===== config.mk =====
export PLATFORM = sky130hd
export DESIGN_NAME = end_screen_controller_flat
export DESIGN_NICKNAME = d
export VERILOG_FILES = /design/src/rtl/end_screen_controller_if.sv /design/src/rtl/end_screen_controller.sv /design/src/flat_wrapper.sv
export SDC_FILE = /design/constraint.sdc
export NUM_CORES = 1
export LEC_CHECK = 0
export ABC_CLOCK_PERIOD_IN_PS = 2500
export CAP_MARGIN = 5
export CELL_PAD_IN_SITES_DETAIL_PLACEMENT = 1
export CELL_PAD_IN_SITES_GLOBAL_PLACEMENT = 1
export CORE_MARGIN = 8
export CORE_UTILIZATION = 28
export CTS_CLUSTER_SIZE = 28
export DETAILED_ROUTE_END_ITERATION = 8
export PLACE_DENSITY = 0.75
export REMOVE_ABC_BUFFERS = 1
export SLEW_MARGIN = 40
export SYNTH_ARGS = -nofsm -noshare
export SYNTH_HDL_FRONTEND = slang
export SYNTH_SLANG_ARGS = --single-unit

===== constraint.sdc =====
create_clock -name clk_in -period 2.5 [get_ports clk_in]
set_input_delay 0.5 -clock clk_in [delete_from_list [all_inputs] [get_ports clk_in]]
set_output_delay 0.5 -clock clk_in [all_outputs]
set_load 0.02 [all_outputs]

===== src/rtl/end_screen_controller_if.sv =====
// Pixel and control bundle between the game/sprite layers and end_screen_controller.
// The master drives game status and colours; the slave returns the final pixel and sequencing flags.
interface end_screen_controller_if;
  logic        new_frame_in;
  logic        game_over_in;
  logic        player_won_in;
  logic        button_in;
  logic [23:0] game_color_in;
  logic [23:0] win_color_in;
  logic [23:0] lose_color_in;
  logic [23:0] color_out;
  logic [1:0]  screen_sel_out;
  logic        game_freeze_out;
  logic        restart_out;

  modport master (
    output new_frame_in, game_over_in, player_won_in, button_in,
    output game_color_in, win_color_in, lose_color_in,
    input  color_out, screen_sel_out, game_freeze_out, restart_out
  );

  modport slave (
    input  new_frame_in, game_over_in, player_won_in, button_in,
    input  game_color_in, win_color_in, lose_color_in,
    output color_out, screen_sel_out, game_freeze_out, restart_out
  );
endinterface


===== src/rtl/end_screen_controller.sv =====
// Sequences gameplay -> freeze -> win/lose end screen -> armed restart -> new round,
// and muxes the registered output pixel between gameplay and end-screen layers.
module end_screen_controller #(
  parameter int unsigned FREEZE_FRAMES   = 60,
  parameter int unsigned MIN_SHOW_FRAMES = 90,
  parameter int unsigned BLINK_FRAMES    = 30
) (
  input  logic                     clk_in,
  input  logic                     rst_n_in,
  end_screen_controller_if.slave   bus
);

  localparam int unsigned MAX_AB = (FREEZE_FRAMES > MIN_SHOW_FRAMES) ? FREEZE_FRAMES : MIN_SHOW_FRAMES;
  localparam int unsigned MAX_P  = (MAX_AB > BLINK_FRAMES) ? MAX_AB : BLINK_FRAMES;
  localparam int unsigned CW     = $clog2(MAX_P) + 1;

  localparam logic [CW-1:0] FREEZE_LAST = CW'(FREEZE_FRAMES - 1);
  localparam logic [CW-1:0] SHOW_LAST   = CW'(MIN_SHOW_FRAMES - 1);
  localparam logic [CW-1:0] BLINK_LAST  = CW'(BLINK_FRAMES - 1);

  localparam logic [2:0] S_PLAY    = 3'd0;
  localparam logic [2:0] S_FREEZE  = 3'd1;
  localparam logic [2:0] S_SHOW    = 3'd2;
  localparam logic [2:0] S_ARMED   = 3'd3;
  localparam logic [2:0] S_RESTART = 3'd4;

  logic [2:0]    state_q, state_d;
  logic [CW-1:0] frame_cnt_q, frame_cnt_d;
  logic [CW-1:0] blink_cnt_q, blink_cnt_d;
  logic          blink_ph_q, blink_ph_d;
  logic          won_q, won_d;
  logic          go_q, btn_q;
  logic          go_valid_q;
  logic [23:0]   color_q, color_d;
  logic [1:0]    sel_q, sel_d;
  logic          freeze_q, freeze_d;
  logic          restart_q, restart_d;

  logic          go_rise, btn_rise;
  logic [23:0]   end_pix;

  // go_q is cleared by reset, so a game_over level already high at reset release
  // would look like an edge; go_valid_q suppresses that first sample.
  assign go_rise  = bus.game_over_in & ~go_q & go_valid_q;
  assign btn_rise = bus.button_in & ~btn_q;
  assign end_pix  = won_q ? bus.win_color_in : bus.lose_color_in;

  function automatic logic [23:0] dim(input logic [23:0] c);
    return {1'b0, c[23:17], 1'b0, c[15:9], 1'b0, c[7:1]};
  endfunction

  always_comb begin
    state_d     = state_q;
    frame_cnt_d = frame_cnt_q;
    blink_cnt_d = blink_cnt_q;
    blink_ph_d  = blink_ph_q;
    won_d       = won_q;
    case (state_q)
      S_PLAY: begin
        if (go_rise) begin
          state_d     = S_FREEZE;
          won_d       = bus.player_won_in;
          frame_cnt_d = '0;
        end
      end
      S_FREEZE: begin
        if (bus.new_frame_in) begin
          if (frame_cnt_q == FREEZE_LAST) begin
            state_d     = S_SHOW;
            frame_cnt_d = '0;
          end else begin
            frame_cnt_d = frame_cnt_q + 1'b1;
          end
        end
      end
      S_SHOW: begin
        if (bus.new_frame_in) begin
          if (frame_cnt_q == SHOW_LAST) begin
            state_d     = S_ARMED;
            frame_cnt_d = '0;
            blink_cnt_d = '0;
            blink_ph_d  = 1'b0;
          end else begin
            frame_cnt_d = frame_cnt_q + 1'b1;
          end
        end
      end
      S_ARMED: begin
        if (bus.new_frame_in) begin
          if (blink_cnt_q == BLINK_LAST) begin
            blink_cnt_d = '0;
            blink_ph_d  = ~blink_ph_q;
          end else begin
            blink_cnt_d = blink_cnt_q + 1'b1;
          end
        end
        if (btn_rise) state_d = S_RESTART;
      end
      S_RESTART: state_d = S_PLAY;
      default:   state_d = S_PLAY;
    endcase
  end

  always_comb begin
    sel_d     = 2'd0;
    freeze_d  = 1'b0;
    restart_d = 1'b0;
    color_d   = bus.game_color_in;
    case (state_q)
      S_FREEZE: freeze_d = 1'b1;
      S_SHOW, S_ARMED: begin
        sel_d    = won_q ? 2'd1 : 2'd2;
        freeze_d = 1'b1;
        if (end_pix == '0)
          color_d = dim(bus.game_color_in);
        else if ((state_q == S_ARMED) && blink_ph_q)
          color_d = dim(end_pix);
        else
          color_d = end_pix;
      end
      S_RESTART: restart_d = 1'b1;
      default: ;
    endcase
  end

  always_ff @(posedge clk_in or negedge rst_n_in) begin
    if (!rst_n_in) begin
      state_q     <= S_PLAY;
      frame_cnt_q <= '0;
      blink_cnt_q <= '0;
      blink_ph_q  <= 1'b0;
      won_q       <= 1'b0;
      go_q        <= 1'b0;
      btn_q       <= 1'b0;
      go_valid_q  <= 1'b0;
      color_q     <= '0;
      sel_q       <= '0;
      freeze_q    <= 1'b0;
      restart_q   <= 1'b0;
    end else begin
      state_q     <= state_d;
      frame_cnt_q <= frame_cnt_d;
      blink_cnt_q <= blink_cnt_d;
      blink_ph_q  <= blink_ph_d;
      won_q       <= won_d;
      go_q        <= bus.game_over_in;
      btn_q       <= bus.button_in;
      go_valid_q  <= 1'b1;
      color_q     <= color_d;
      sel_q       <= sel_d;
      freeze_q    <= freeze_d;
      restart_q   <= restart_d;
    end
  end

  assign bus.color_out       = color_q;
  assign bus.screen_sel_out  = sel_q;
  assign bus.game_freeze_out = freeze_q;
  assign bus.restart_out     = restart_q;

endmodule


===== src/flat_wrapper.sv =====
// flat-port wrapper written by rule: the top's interface ports become plain ports
module end_screen_controller_flat 
#(
  parameter int unsigned FREEZE_FRAMES   = 60,
  parameter int unsigned MIN_SHOW_FRAMES = 90,
  parameter int unsigned BLINK_FRAMES    = 30
)
  (clk_in, rst_n_in, bus_new_frame_in, bus_game_over_in, bus_player_won_in, bus_button_in, bus_game_color_in, bus_win_color_in, bus_lose_color_in, bus_color_out, bus_screen_sel_out, bus_game_freeze_out, bus_restart_out);
  end_screen_controller_if bus_i ();
  input  logic clk_in;
  input  logic rst_n_in;
  input wire logic [$bits(bus_i.new_frame_in)-1:0] bus_new_frame_in;
  input wire logic [$bits(bus_i.game_over_in)-1:0] bus_game_over_in;
  input wire logic [$bits(bus_i.player_won_in)-1:0] bus_player_won_in;
  input wire logic [$bits(bus_i.button_in)-1:0] bus_button_in;
  input wire logic [$bits(bus_i.game_color_in)-1:0] bus_game_color_in;
  input wire logic [$bits(bus_i.win_color_in)-1:0] bus_win_color_in;
  input wire logic [$bits(bus_i.lose_color_in)-1:0] bus_lose_color_in;
  output wire logic [$bits(bus_i.color_out)-1:0] bus_color_out;
  output wire logic [$bits(bus_i.screen_sel_out)-1:0] bus_screen_sel_out;
  output wire logic [$bits(bus_i.game_freeze_out)-1:0] bus_game_freeze_out;
  output wire logic [$bits(bus_i.restart_out)-1:0] bus_restart_out;
  assign bus_i.new_frame_in = bus_new_frame_in;
  assign bus_i.game_over_in = bus_game_over_in;
  assign bus_i.player_won_in = bus_player_won_in;
  assign bus_i.button_in = bus_button_in;
  assign bus_i.game_color_in = bus_game_color_in;
  assign bus_i.win_color_in = bus_win_color_in;
  assign bus_i.lose_color_in = bus_lose_color_in;
  assign bus_color_out = bus_i.color_out;
  assign bus_screen_sel_out = bus_i.screen_sel_out;
  assign bus_game_freeze_out = bus_i.game_freeze_out;
  assign bus_restart_out = bus_i.restart_out;
  end_screen_controller #(.FREEZE_FRAMES(FREEZE_FRAMES), .MIN_SHOW_FRAMES(MIN_SHOW_FRAMES), .BLINK_FRAMES(BLINK_FRAMES)) u_core (.clk_in(clk_in), .rst_n_in(rst_n_in), .bus(bus_i));
endmodule

==> metrics <==
number of antenna violations at the first check in global routing 0; Cell Area, Synth 3090 um^2; critical path fanouts, max 20; Critical Path Start Type register; worst ir drop on vdd 0.281 mV; Crit-path slowest cell dfrtp_2; master cell of the clock root buffer clkbuf_8; Non-Filler Instances 581; layout cells sized above 1 9.98%; crit share post-route 88.3%; maximum clock frequency 0.453 GHz; DPL Wire Length 8620 um; die height 121 um; fillers 1254; hold_ws 188 ps; first-pass GRT wire length 17200 um; Pwr Density 588 nW/um^2; vias in the first global route 3262; CTS H-tree lvls 2; Initial Util 28.6%; Max Buffers Root-to-Sink 2; total grt overflow 0; Yosys warning count 0; worst reg-to-reg setup slack 290 ps; post-cts gate resize count 0; DR vias 2989; reg2reg start u_core.won_q; switch share 34.8%; Post-synth EDFFs 0; post-synth top area share 42.1%; post-place setup slack 96.5 ps; combinational share of power 36.5%; Port Buffers 105; Final Worst Setup Slack 293 ps; Setup violations, final 0; worst setup path category register to register; io pins 106; Yosys top cell by area dfrtp_1; ant diodes 0; RSZ-0062 raised after global routing false; register area share after synthesis 42.1%; GRT Util Overall 14.7%; hold buffers post-CTS 0; area of the multi-input gates 1590 um^2; sequential power share 40.7%; largest net degree at the start of global routing 41; Core Box Area 10800 um^2; Post-CTS Setup Inserts 0; library cells used by synthesis 52; drc violations 0; Final Hold Viols 0; Routed Antenna Nets 0; Least-Margin Pin Slew 606 ps; top cells by area, synth dfrtp_1 (42%), mux2i_1 (5.2%), o221ai_1 (4.5%), nand2_1 (4.4%), o21ai_0 (3.4%); clock share of power 22.8%; CTS tree yes; CTS clock-pin slew for the worst setup and hold paths 100 ps; worst-path cell chain mux2_2 -> nor3_1 -> nand2_1 -> nand4b_1 -> buf_4 -> o221ai_1; Die Area 14700 um^2; Mean Syn Cell Area 9.28 um^2; kind of cell adding the most delay to the critical path flip-flops; crit path buf inv count 1; Pint 1.70 mW; Synth async-reset ratio 100%; status complete, no violations; FF+latch area 1300 um^2; Reg-to-Reg End u_core.bus.color_out[12]; Seq cells post-synth 52; row count 38; Initial DRT Pass Iterations 4; RePlAce Congestion 0.822; min cycle time layout 2210 ps; clk_skew 8.80 ps; cts bufs inserted 5; overall power 2.61 mW; Slew HR 59.6%; slowest cell delay on critical path 680 ps; Max Transition Viols Final 0; Required @ worst endpoint 2710 ps; WL final 10600 um; worst reg2reg path depth 6; Die X 121 um; critical path endpoint category register; area delta synth->final 43.5%; routed len/inst 18.2 um; Critical Path AT 2420 ps; max_cap viols 0; Setup TNS Final 0 ps; Sw Pwr 909 uW; Post-Synthesis Cells 333; worst skew pair latency 310 ps; DR vias/cell 5.14; nets@finish 522; P_leak 1.84 nW; drt initial violations 88; worst hold path class input port to asynchronous set/reset pin; Main synth FF type dfrtp_1; CTS Sinks 52; placed cells 573
==> registers in the layout (all words and copies together) (netlist names) <==
name,flops
u_core.bus.screen_sel_out,2
u_core.blink_cnt_q,8
u_core.bus.color_out,24
u_core.go_valid_q,1
u_core.frame_cnt_q,8
u_core.blink_ph_q,1
u_core.bus.game_freeze_out,1
u_core.go_q,1
u_core.btn_q,1
u_core.bus.restart_out,1
u_core.won_q,1
u_core.state_q,3
==> layout make-up <==
cell class,instances,share of cell area [%]
repair buffers,120,26.1
well taps,140,3.95
multi-input cells,236,35.9
inverters,25,2.12
clock inverters,3,0.959
clock buffers,5,1.55
flip-flops and latches,52,29.4
==> power by group through the flow <==
stage | Clock (mW) | Sequential, mW | Combinational [mW]
after CTS | 0.603 | 1.06 | 0.965
after global placement | 0 | 1.07 | 0.928
final | 0.595 | 1.06 | 0.954
after floorplan | 0 | 1.12 | 0.475
after global routing | 0.636 | 1.08 | 1.05
after detailed placement | 0 | 1.08 | 0.963
==> cell usage in the layout, fill, tap and decap left out, types with 3 or more instances in the layout <==
master,count
inv_1,24
o211ai_1,10
a21oi_1,7
o21ai_0,21
nor2b_1,7
o31ai_1,3
nand2_1,36
and3_1,4
o22ai_1,3
ha_1,4
a211oi_1,4
nor4_1,6
or3_1,5
nand3_1,13
nand2b_1,5
o21ai_1,3
nor3_1,4
dfrtp_1,51
nor2_1,22
buf_4,15
clkbuf_8,5
or4_1,4
mux2i_1,16
clkdlybuf4s50_1,104
and2b_2,3
o221ai_1,16
and2_1,3
a22o_1,4
mux2_2,6
mux4_2,3
==> kinds of logic after synthesis <==
kind of cell	synth area share [%]
AOI/OAI and AO/OA	19.1
adders and majority gates	1.62
buffers and inverters	6.32
DFF	42.1
muxes	9.55
other	0.121
and+or+nand+nor	21.1
==> through the flow <==
| stage | utilization, % | cell area, um^2 |
|---|---|---|
| finish | 41.1 | 4440 |
| global route | 41.1 | 4440 |
| CTS | 41.1 | 4440 |
| detailed placement | 40.1 | 4320 |
| global placement | 40.1 | 4320 |
| floorplan | - | 2990 |
==> synth_stat cells (7+ instances only) <==
master	number
o211ai_1	10
mux2i_1	16
nor2b_1	7
dfrtp_1	52
nand3_1	13
o21ai_0	21
o221ai_1	16
inv_1	24
a21oi_1	7
nor2_1	22
clkbuf_1	13
nand2_1	36
==> worst reg2reg max path: stages, from the launching register on <==
cell and delay [ps]:
dfrtp_2 680, mux2_2 450, nor3_1 270, nand2_1 70
nand4b_1 190, buf_4 210, o221ai_1 230
==> worst max-delay path by stage <==
stage	startpoint	end	slack, ps	cells after the start
6_report	u_core.won_q	u_core.bus.color_out[12]	290	6
5_1_grt	u_core.frame_cnt_q[0]	u_core.frame_cnt_q[6]	170	7
4_1_cts	u_core.frame_cnt_q[0]	u_core.frame_cnt_q[6]	320	7
3_5_place_dp	bus_win_color_in[2]	u_core.bus.color_out[9]	100	7
3_3_place_gp	bus_win_color_in[2]	u_core.bus.color_out[1]	170	7
2_1_floorplan	u_core.won_q	u_core.bus.color_out[10]	-290	5
==> metal layers <==
metal,share of wire [%],vias to the layer above,GRT usage (%)
li1,-,1426,-
met1,40,1475,16.7
met2,53,80,27.0
met3,5.2,8,3.16
met4,1.4,0,4.45
met5,0,-,0
No activity file was read; power rests on OpenSTA's default activity.
